**config.mk**
```make
export PLATFORM = sky130hd
export DESIGN_NAME = id_ex_stage
export DESIGN_NICKNAME = d
export VERILOG_FILES = /design/src/rtl/mips16_pkg.sv /design/src/rtl/hazard_fwd_unit.sv /design/src/rtl/id_ex_stage.sv
export SDC_FILE = /design/constraint.sdc
export NUM_CORES = 1
export LEC_CHECK = 0
export ABC_CLOCK_PERIOD_IN_PS = 5400
export CAP_MARGIN = 20
export CORE_ASPECT_RATIO = 1.5
export CORE_MARGIN = 3
export CORE_UTILIZATION = 44
export CTS_CLUSTER_DIAMETER = 50
export DETAILED_ROUTE_END_ITERATION = 8
export PLACE_DENSITY = 0.95
export SLEW_MARGIN = 10
export SYNTH_ARGS = -nofsm -noshare
export SYNTH_HDL_FRONTEND = slang
export SYNTH_SLANG_ARGS = --single-unit
export TNS_END_PERCENT = 20
```
**constraint.sdc**
```tcl
create_clock -name i_Clk -period 5.4 [get_ports i_Clk]
set_input_delay 1.35 -clock i_Clk [delete_from_list [all_inputs] [get_ports i_Clk]]
set_output_delay 1.35 -clock i_Clk [all_outputs]
set_load 0.01 [all_outputs]
```
**src/rtl/mips16_pkg.sv**
```systemverilog
// mips16_pkg: shared widths, ALU opcodes and forwarding-select codes for the 16-bit MIPS core.
package mips16_pkg;
  localparam int DATA_W = 16;
  localparam int REG_W  = 3;
  localparam logic [2:0] ALU_ADD = 3'b000;
  localparam logic [2:0] ALU_SUB = 3'b001;
  localparam logic [2:0] ALU_AND = 3'b101;
  localparam logic [2:0] ALU_OR  = 3'b110;
  localparam logic [2:0] ALU_SLT = 3'b111;
  localparam logic [1:0] FWD_REG   = 2'b00;
  localparam logic [1:0] FWD_EXMEM = 2'b01;
  localparam logic [1:0] FWD_MEMWB = 2'b10;
endpackage

```
**src/rtl/hazard_fwd_unit.sv**
```systemverilog
// hazard_fwd_unit: load-use hazard detect, next-cycle forwarding selects and write-back bypass selects.
module hazard_fwd_unit
  import mips16_pkg::*;
#(
  parameter int RW = 3
) (
  input  logic          valid_id,
  input  logic [RW-1:0] rs,
  input  logic [RW-1:0] rt,
  input  logic          uses_rt,
  input  logic          ex_valid,
  input  logic          ex_reg_write,
  input  logic          ex_mem_read,
  input  logic [RW-1:0] ex_write_reg,
  input  logic          exmem_reg_write,
  input  logic [RW-1:0] exmem_write_reg,
  input  logic          wb_reg_write,
  input  logic [RW-1:0] wb_write_reg,
  output logic          haz,
  output logic [1:0]    fwd_a,
  output logic [1:0]    fwd_b,
  output logic          byp_a,
  output logic          byp_b
);
  logic ex_w, mem_w;
  // The instruction now in EX becomes EX/MEM next cycle; EX/MEM becomes MEM/WB.
  always_comb begin
    ex_w  = ex_valid & ex_reg_write & (ex_write_reg != '0);
    mem_w = exmem_reg_write & (exmem_write_reg != '0);
    haz   = valid_id & ex_valid & ex_mem_read & ex_reg_write & (ex_write_reg != '0) &
            ((ex_write_reg == rs) | (uses_rt & (ex_write_reg == rt)));
    fwd_a = (ex_w & ex_write_reg == rs) ? FWD_EXMEM :
            (mem_w & exmem_write_reg == rs) ? FWD_MEMWB : FWD_REG;
    fwd_b = (ex_w & ex_write_reg == rt) ? FWD_EXMEM :
            (mem_w & exmem_write_reg == rt) ? FWD_MEMWB : FWD_REG;
    byp_a = wb_reg_write & (wb_write_reg == rs) & (rs != '0);
    byp_b = wb_reg_write & (wb_write_reg == rt) & (rt != '0);
  end
endmodule

```
**src/rtl/id_ex_stage.sv**
```systemverilog
// id_ex_stage: ID/EX pipeline register with load-use bubbling, registered forwarding selects
// and a saturating bubble counter.
module id_ex_stage
  import mips16_pkg::*;
#(
  parameter int DATA_W = 16,
  parameter int REG_W  = 3,
  parameter int IMM_W  = 6,
  parameter int CTL_W  = 3
) (
  input  logic              i_Clk,
  input  logic              i_Reset_n,
  input  logic              i_Valid_ID,
  input  logic [REG_W-1:0]  i_Rs,
  input  logic [REG_W-1:0]  i_Rt,
  input  logic [REG_W-1:0]  i_Rd,
  input  logic              i_Uses_Rt,
  input  logic [DATA_W-1:0] i_Read_Data_1,
  input  logic [DATA_W-1:0] i_Read_Data_2,
  input  logic [IMM_W-1:0]  i_Imm,
  input  logic [CTL_W-1:0]  i_ALU_Control,
  input  logic              i_ALU_Src,
  input  logic              i_Reg_Dst,
  input  logic              i_Reg_Write,
  input  logic              i_Mem_Read,
  input  logic              i_Mem_Write,
  input  logic              i_Mem_To_Reg,
  input  logic              i_ExMem_Reg_Write,
  input  logic [REG_W-1:0]  i_ExMem_Write_Reg,
  input  logic              i_WB_Reg_Write,
  input  logic [REG_W-1:0]  i_WB_Write_Reg,
  input  logic [DATA_W-1:0] i_WB_Data,
  input  logic              i_Flush,
  input  logic              i_Hold,
  output logic              o_Stall,
  output logic              o_Valid,
  output logic [DATA_W-1:0] o_A,
  output logic [DATA_W-1:0] o_B,
  output logic [DATA_W-1:0] o_Imm_Ext,
  output logic [CTL_W-1:0]  o_ALU_Control,
  output logic              o_ALU_Src,
  output logic              o_Reg_Write,
  output logic              o_Mem_Read,
  output logic              o_Mem_Write,
  output logic              o_Mem_To_Reg,
  output logic [REG_W-1:0]  o_Write_Reg,
  output logic [1:0]        o_Fwd_A,
  output logic [1:0]        o_Fwd_B,
  output logic [15:0]       o_Bubble_Count
);
  logic       haz, byp_a, byp_b, ld, v, inc;
  logic [1:0] fwd_a, fwd_b;
  hazard_fwd_unit #(.RW(REG_W)) u_hfu (
    .valid_id        (i_Valid_ID),
    .rs              (i_Rs),
    .rt              (i_Rt),
    .uses_rt         (i_Uses_Rt),
    .ex_valid        (o_Valid),
    .ex_reg_write    (o_Reg_Write),
    .ex_mem_read     (o_Mem_Read),
    .ex_write_reg    (o_Write_Reg),
    .exmem_reg_write (i_ExMem_Reg_Write),
    .exmem_write_reg (i_ExMem_Write_Reg),
    .wb_reg_write    (i_WB_Reg_Write),
    .wb_write_reg    (i_WB_Write_Reg),
    .haz             (haz),
    .fwd_a           (fwd_a),
    .fwd_b           (fwd_b),
    .byp_a           (byp_a),
    .byp_b           (byp_b)
  );
  // A bubble is every field cleared; a non-valid ID instruction loads with its control cleared.
  always_comb begin
    ld      = ~i_Flush & ~haz;
    v       = ld & i_Valid_ID;
    inc     = ~i_Flush & haz & ~&o_Bubble_Count;
    o_Stall = i_Hold | (haz & ~i_Flush);
  end
  always_ff @(posedge i_Clk or negedge i_Reset_n) begin
    if (!i_Reset_n) begin
      o_Valid        <= 1'b0;
      o_A            <= '0;
      o_B            <= '0;
      o_Imm_Ext      <= '0;
      o_ALU_Control  <= '0;
      o_ALU_Src      <= 1'b0;
      o_Reg_Write    <= 1'b0;
      o_Mem_Read     <= 1'b0;
      o_Mem_Write    <= 1'b0;
      o_Mem_To_Reg   <= 1'b0;
      o_Write_Reg    <= '0;
      o_Fwd_A        <= FWD_REG;
      o_Fwd_B        <= FWD_REG;
      o_Bubble_Count <= '0;
    end else if (!i_Hold) begin
      o_Valid        <= v;
      o_A            <= ld ? (byp_a ? i_WB_Data : i_Read_Data_1) : '0;
      o_B            <= ld ? (byp_b ? i_WB_Data : i_Read_Data_2) : '0;
      o_Imm_Ext      <= ld ? {{(DATA_W-IMM_W){i_Imm[IMM_W-1]}}, i_Imm} : '0;
      o_ALU_Control  <= ld ? i_ALU_Control : '0;
      o_ALU_Src      <= v & i_ALU_Src;
      o_Reg_Write    <= v & i_Reg_Write;
      o_Mem_Read     <= v & i_Mem_Read;
      o_Mem_Write    <= v & i_Mem_Write;
      o_Mem_To_Reg   <= v & i_Mem_To_Reg;
      o_Write_Reg    <= ld ? (i_Reg_Dst ? i_Rd : i_Rt) : '0;
      o_Fwd_A        <= v ? fwd_a : FWD_REG;
      o_Fwd_B        <= v ? fwd_b : FWD_REG;
      o_Bubble_Count <= o_Bubble_Count + {15'd0, inc};
    end
  end
endmodule
```
==> key figures <==
Run status
  • Status: finished clean

Hold path
  • Worst min path class: register to register
  • Min-delay src: o_A[0]
  • Hold depth: 2
  • Hold Crit Endpoint: o_A[0]

STA
  • Post-Route Setup TNS: 0 ns
  • Fin crit share: 0.9259
  • Worst slew pin tran: 0.9914 ns
  • Final setup vio count: 0
  • Minimum clock period: 5.000 ns
  • Max Slew Vio Count: 0
  • Fmax: 0.2000 GHz
  • RSZ-0062 raised after global routing: false
  • Slew Limit Headroom: 0.3355
  • Skew final: 0.006924 ns
  • Final Hold Viols: 0
  • Worst setup slack after layout: 0.4004 ns

Route
  • Post-DRT Antenna Nets: 0
  • Via count: 3002
  • Routed wl met2: 5178 um
  • Routed WL per cell: 16.83 um
  • 1st-pass router iterations: 4
  • Drt drc: 0
  • DR vias/cell: 5.267
  • DRT Wirelength: 9592 um
  • DR iter-0 viols: 92
  • Wl on met1: 3512 um
  • WL met3: 667 um
  • Uppermost routed layer: met4

Yosys
  • Synthesized area per cell: 11.05 um^2
  • Cell with the most instances after synthesis: dfrtp_1
  • Post-synthesis sequential area ratio: 0.5098
  • EDFF count, synth: 0
  • Synth top area cells: dfrtp_1 (51%), mux2i_1 (10%), xnor2_1 (5.6%)
  • Yosys top cell area share: 0.5098
  • Synth cell types: 40
  • #FFs+latches synth: 70
  • Yosys warns: 0
  • Mapped Area: 3436 um^2
  • Synth Instances: 311
  • Net count after synthesis: 400
  • Ys flop type: dfrtp_1
  • Commonest cells post-synth: dfrtp_1 (70), nand2_1 (46), mux2i_1 (35)
  • Share of flip-flops with an asynchronous set or reset: 1.000
  • Cell taking the most area after synthesis: dfrtp_1

Run
  • Max-cap violations: 0

Worst setup path
  • R2r worst-path depth: 11
  • CP endpoint kind: output port
  • Register-to-register setup slack: 2.55 ns
  • CP max FO: 5
  • Critical path arrival: 3.65 ns
  • Crit. Startpoint: i_Rt[1]
  • Crit-path max cell delay: 0.61 ns
  • Critical path class: input pin to output port
  • Critical Path Most Common Cell: clkdlybuf4s50_1
  • Crit path cell chain: clkdlybuf4s50_1, xnor2_1, nand4_1, a211oi_1, nor2b_1, or2_2, clkdlybuf4s50_1
  • Critical Path RT: 4.05 ns
  • Startpoint Class: input pin
  • R2R Path End: o_Bubble_Count[15]
  • Cell family with most CP delay: buffers and inverters
  • Slowest CP cell: clkdlybuf4s50_1
  • Buffers & Inverters on Critical Path: 2
  • R2R Path Start: o_Write_Reg[0]

Power and ir drop
  • Max VDD drop: 0.1500 mV
  • Comb power frac: 0.215
  • Sequential power share: 0.475
  • Design Power: 0.001216 W
  • Leakage: 2.263 nW
  • P_sw: 0.0003084 W
  • Sw Ratio: 0.2536
  • Internal power: 0.0009079 W
  • Power Density: 230.5 nW/um^2
  • Clk network pwr share: 0.310

CTS
  • TritonCTS buffer count: 9
  • CTS tree: yes
  • Clock Tree Root: clkbuf_8
  • Worst-Skew Late Latency: 0.33 ns
  • Clk slew on worst S/H paths: 0.07 ns
  • Setup Fix Bufs, Post-CTS: 0
  • Clock Path Buffers: 2
  • CTS sink cnt: 70
  • Hold_buf cts: 0
  • H-tree Lvls: 3
  • CTS resizes: 0

Final layout
  • Diode count: 0
  • Layout cells sized above 1: 0.06383
  • Layout area overhead: 53.57%
  • Final Util: 0.7114
  • Nets: 556
  • Layout Cell Area excl Fill: 5276 um^2

Floorplan
  • Die area: 8927 um^2
  • Rows: 38
  • Starting Density: 0.4632
  • Core Region: 7417 um^2
  • IO Count: 167
  • Die height: 114.2 um
  • Die X: 78.15 um

GRT
  • Total GRT Usage: 0.2283
  • Antenna violations before repair: 0
  • Total gr overflow: 0
  • Vias in the first global route: 3256
  • Largest net degree at the start of global routing: 63
  • First-pass GRT wire length: 16040 um

Placement
  • IO Port Bufs: 166
  • Pre-CTS WS: 0.4024 ns
  • Dpl hpwl: 7419 um
  • Placed inst area: 5087 um^2
  • GP Congestion: 0.7910
[cell type report]
class / instances / area [um^2]
timing repair buffer: 172 / 1704
inverter: 1 / 3.754
fill: 545 / 2141
tap: 100 / 125.1
clock buffer: 13 / 168.9
clock inverter: 1 / 5.005
sequential: 70 / 1752
multi-input combinational: 213 / 1518
[cells by family after synthesis]
kind of cell             count (synthesis)  synth area share
AO/OA/AOI/OAI                           63            0.1391
AND/OR/NAND/NOR                         80            0.1067
multiplexers                            37            0.1085
buffers and inverters                   28           0.04843
XOR/XNOR                                30           0.07647
adder cells (fa/ha/maj)                  3           0.01093
flip-flops                              70            0.5098
[registers in the layout, indices dropped and copies added (netlist names), 2 cells and up]
name / cells
o_ALU_Control: 3
o_B: 16
o_Write_Reg: 3
o_Bubble_Count: 16
o_Fwd_B: 2
o_Fwd_A: 2
o_Imm_Ext: 6
o_A: 16
[power by group through the flow]
stage / Combinational [W] / Clock, W / Sequential [W]
2_1_floorplan: 0.0000860 / 0 / 0.000599
6_report: 0.000261 / 0.000377 / 0.000578
3_3_place_gp: 0.000254 / 0 / 0.000586
4_1_cts: 0.000263 / 0.000390 / 0.000578
5_1_grt: 0.000282 / 0.000414 / 0.000583
3_5_place_dp: 0.000262 / 0 / 0.000588
[per-stage QoR]
stage | std cells | hold slack (ns)
detailed placement | 555 | 0.4721
floorplan | 311 | 0.5130
global placement | 555 | 0.4658
CTS | 569 | 0.4924
finish | 570 | 0.4865
global route | 570 | 0.5044
[placed cells by master (no fill, tap or decap), types with 8 or more instances in the layout]
cell,count
clkbuf_8,12
nand3_1,9
xnor2_1,22
mux2i_1,35
o21ai_1,9
o21ai_0,25
a22o_1,10
dfrtp_1,70
clkdlybuf4s50_1,164
nand2_1,46
xor2_1,8
[layer usage]
layer	global-route usage	vias up
met5	0	-
met4	0.1015	0
met3	0.05276	20
met2	0.4136	129
met1	0.2522	1449
li1	-	1404
[worst max path at each step]
| stage | to | slack [ns] | cells past startpoint |
|---|---|---|---|
| global placement | o_Stall | 0.48 | 7 |
| CTS | o_Stall | 0.39 | 7 |
| finish | o_Stall | 0.40 | 7 |
| global route | o_Stall | 0.21 | 7 |
| detailed placement | o_Stall | 0.40 | 7 |
| floorplan | o_Stall | 1.63 | 6 |
[tightest hold or removal path, cell delays in order, from the launching register on]
cell and delay (ns):
dfrtp_1 0.35, nand2_1 0.05, o21ai_0 0.06
Note: power is estimated with default switching activity, not from simulation.
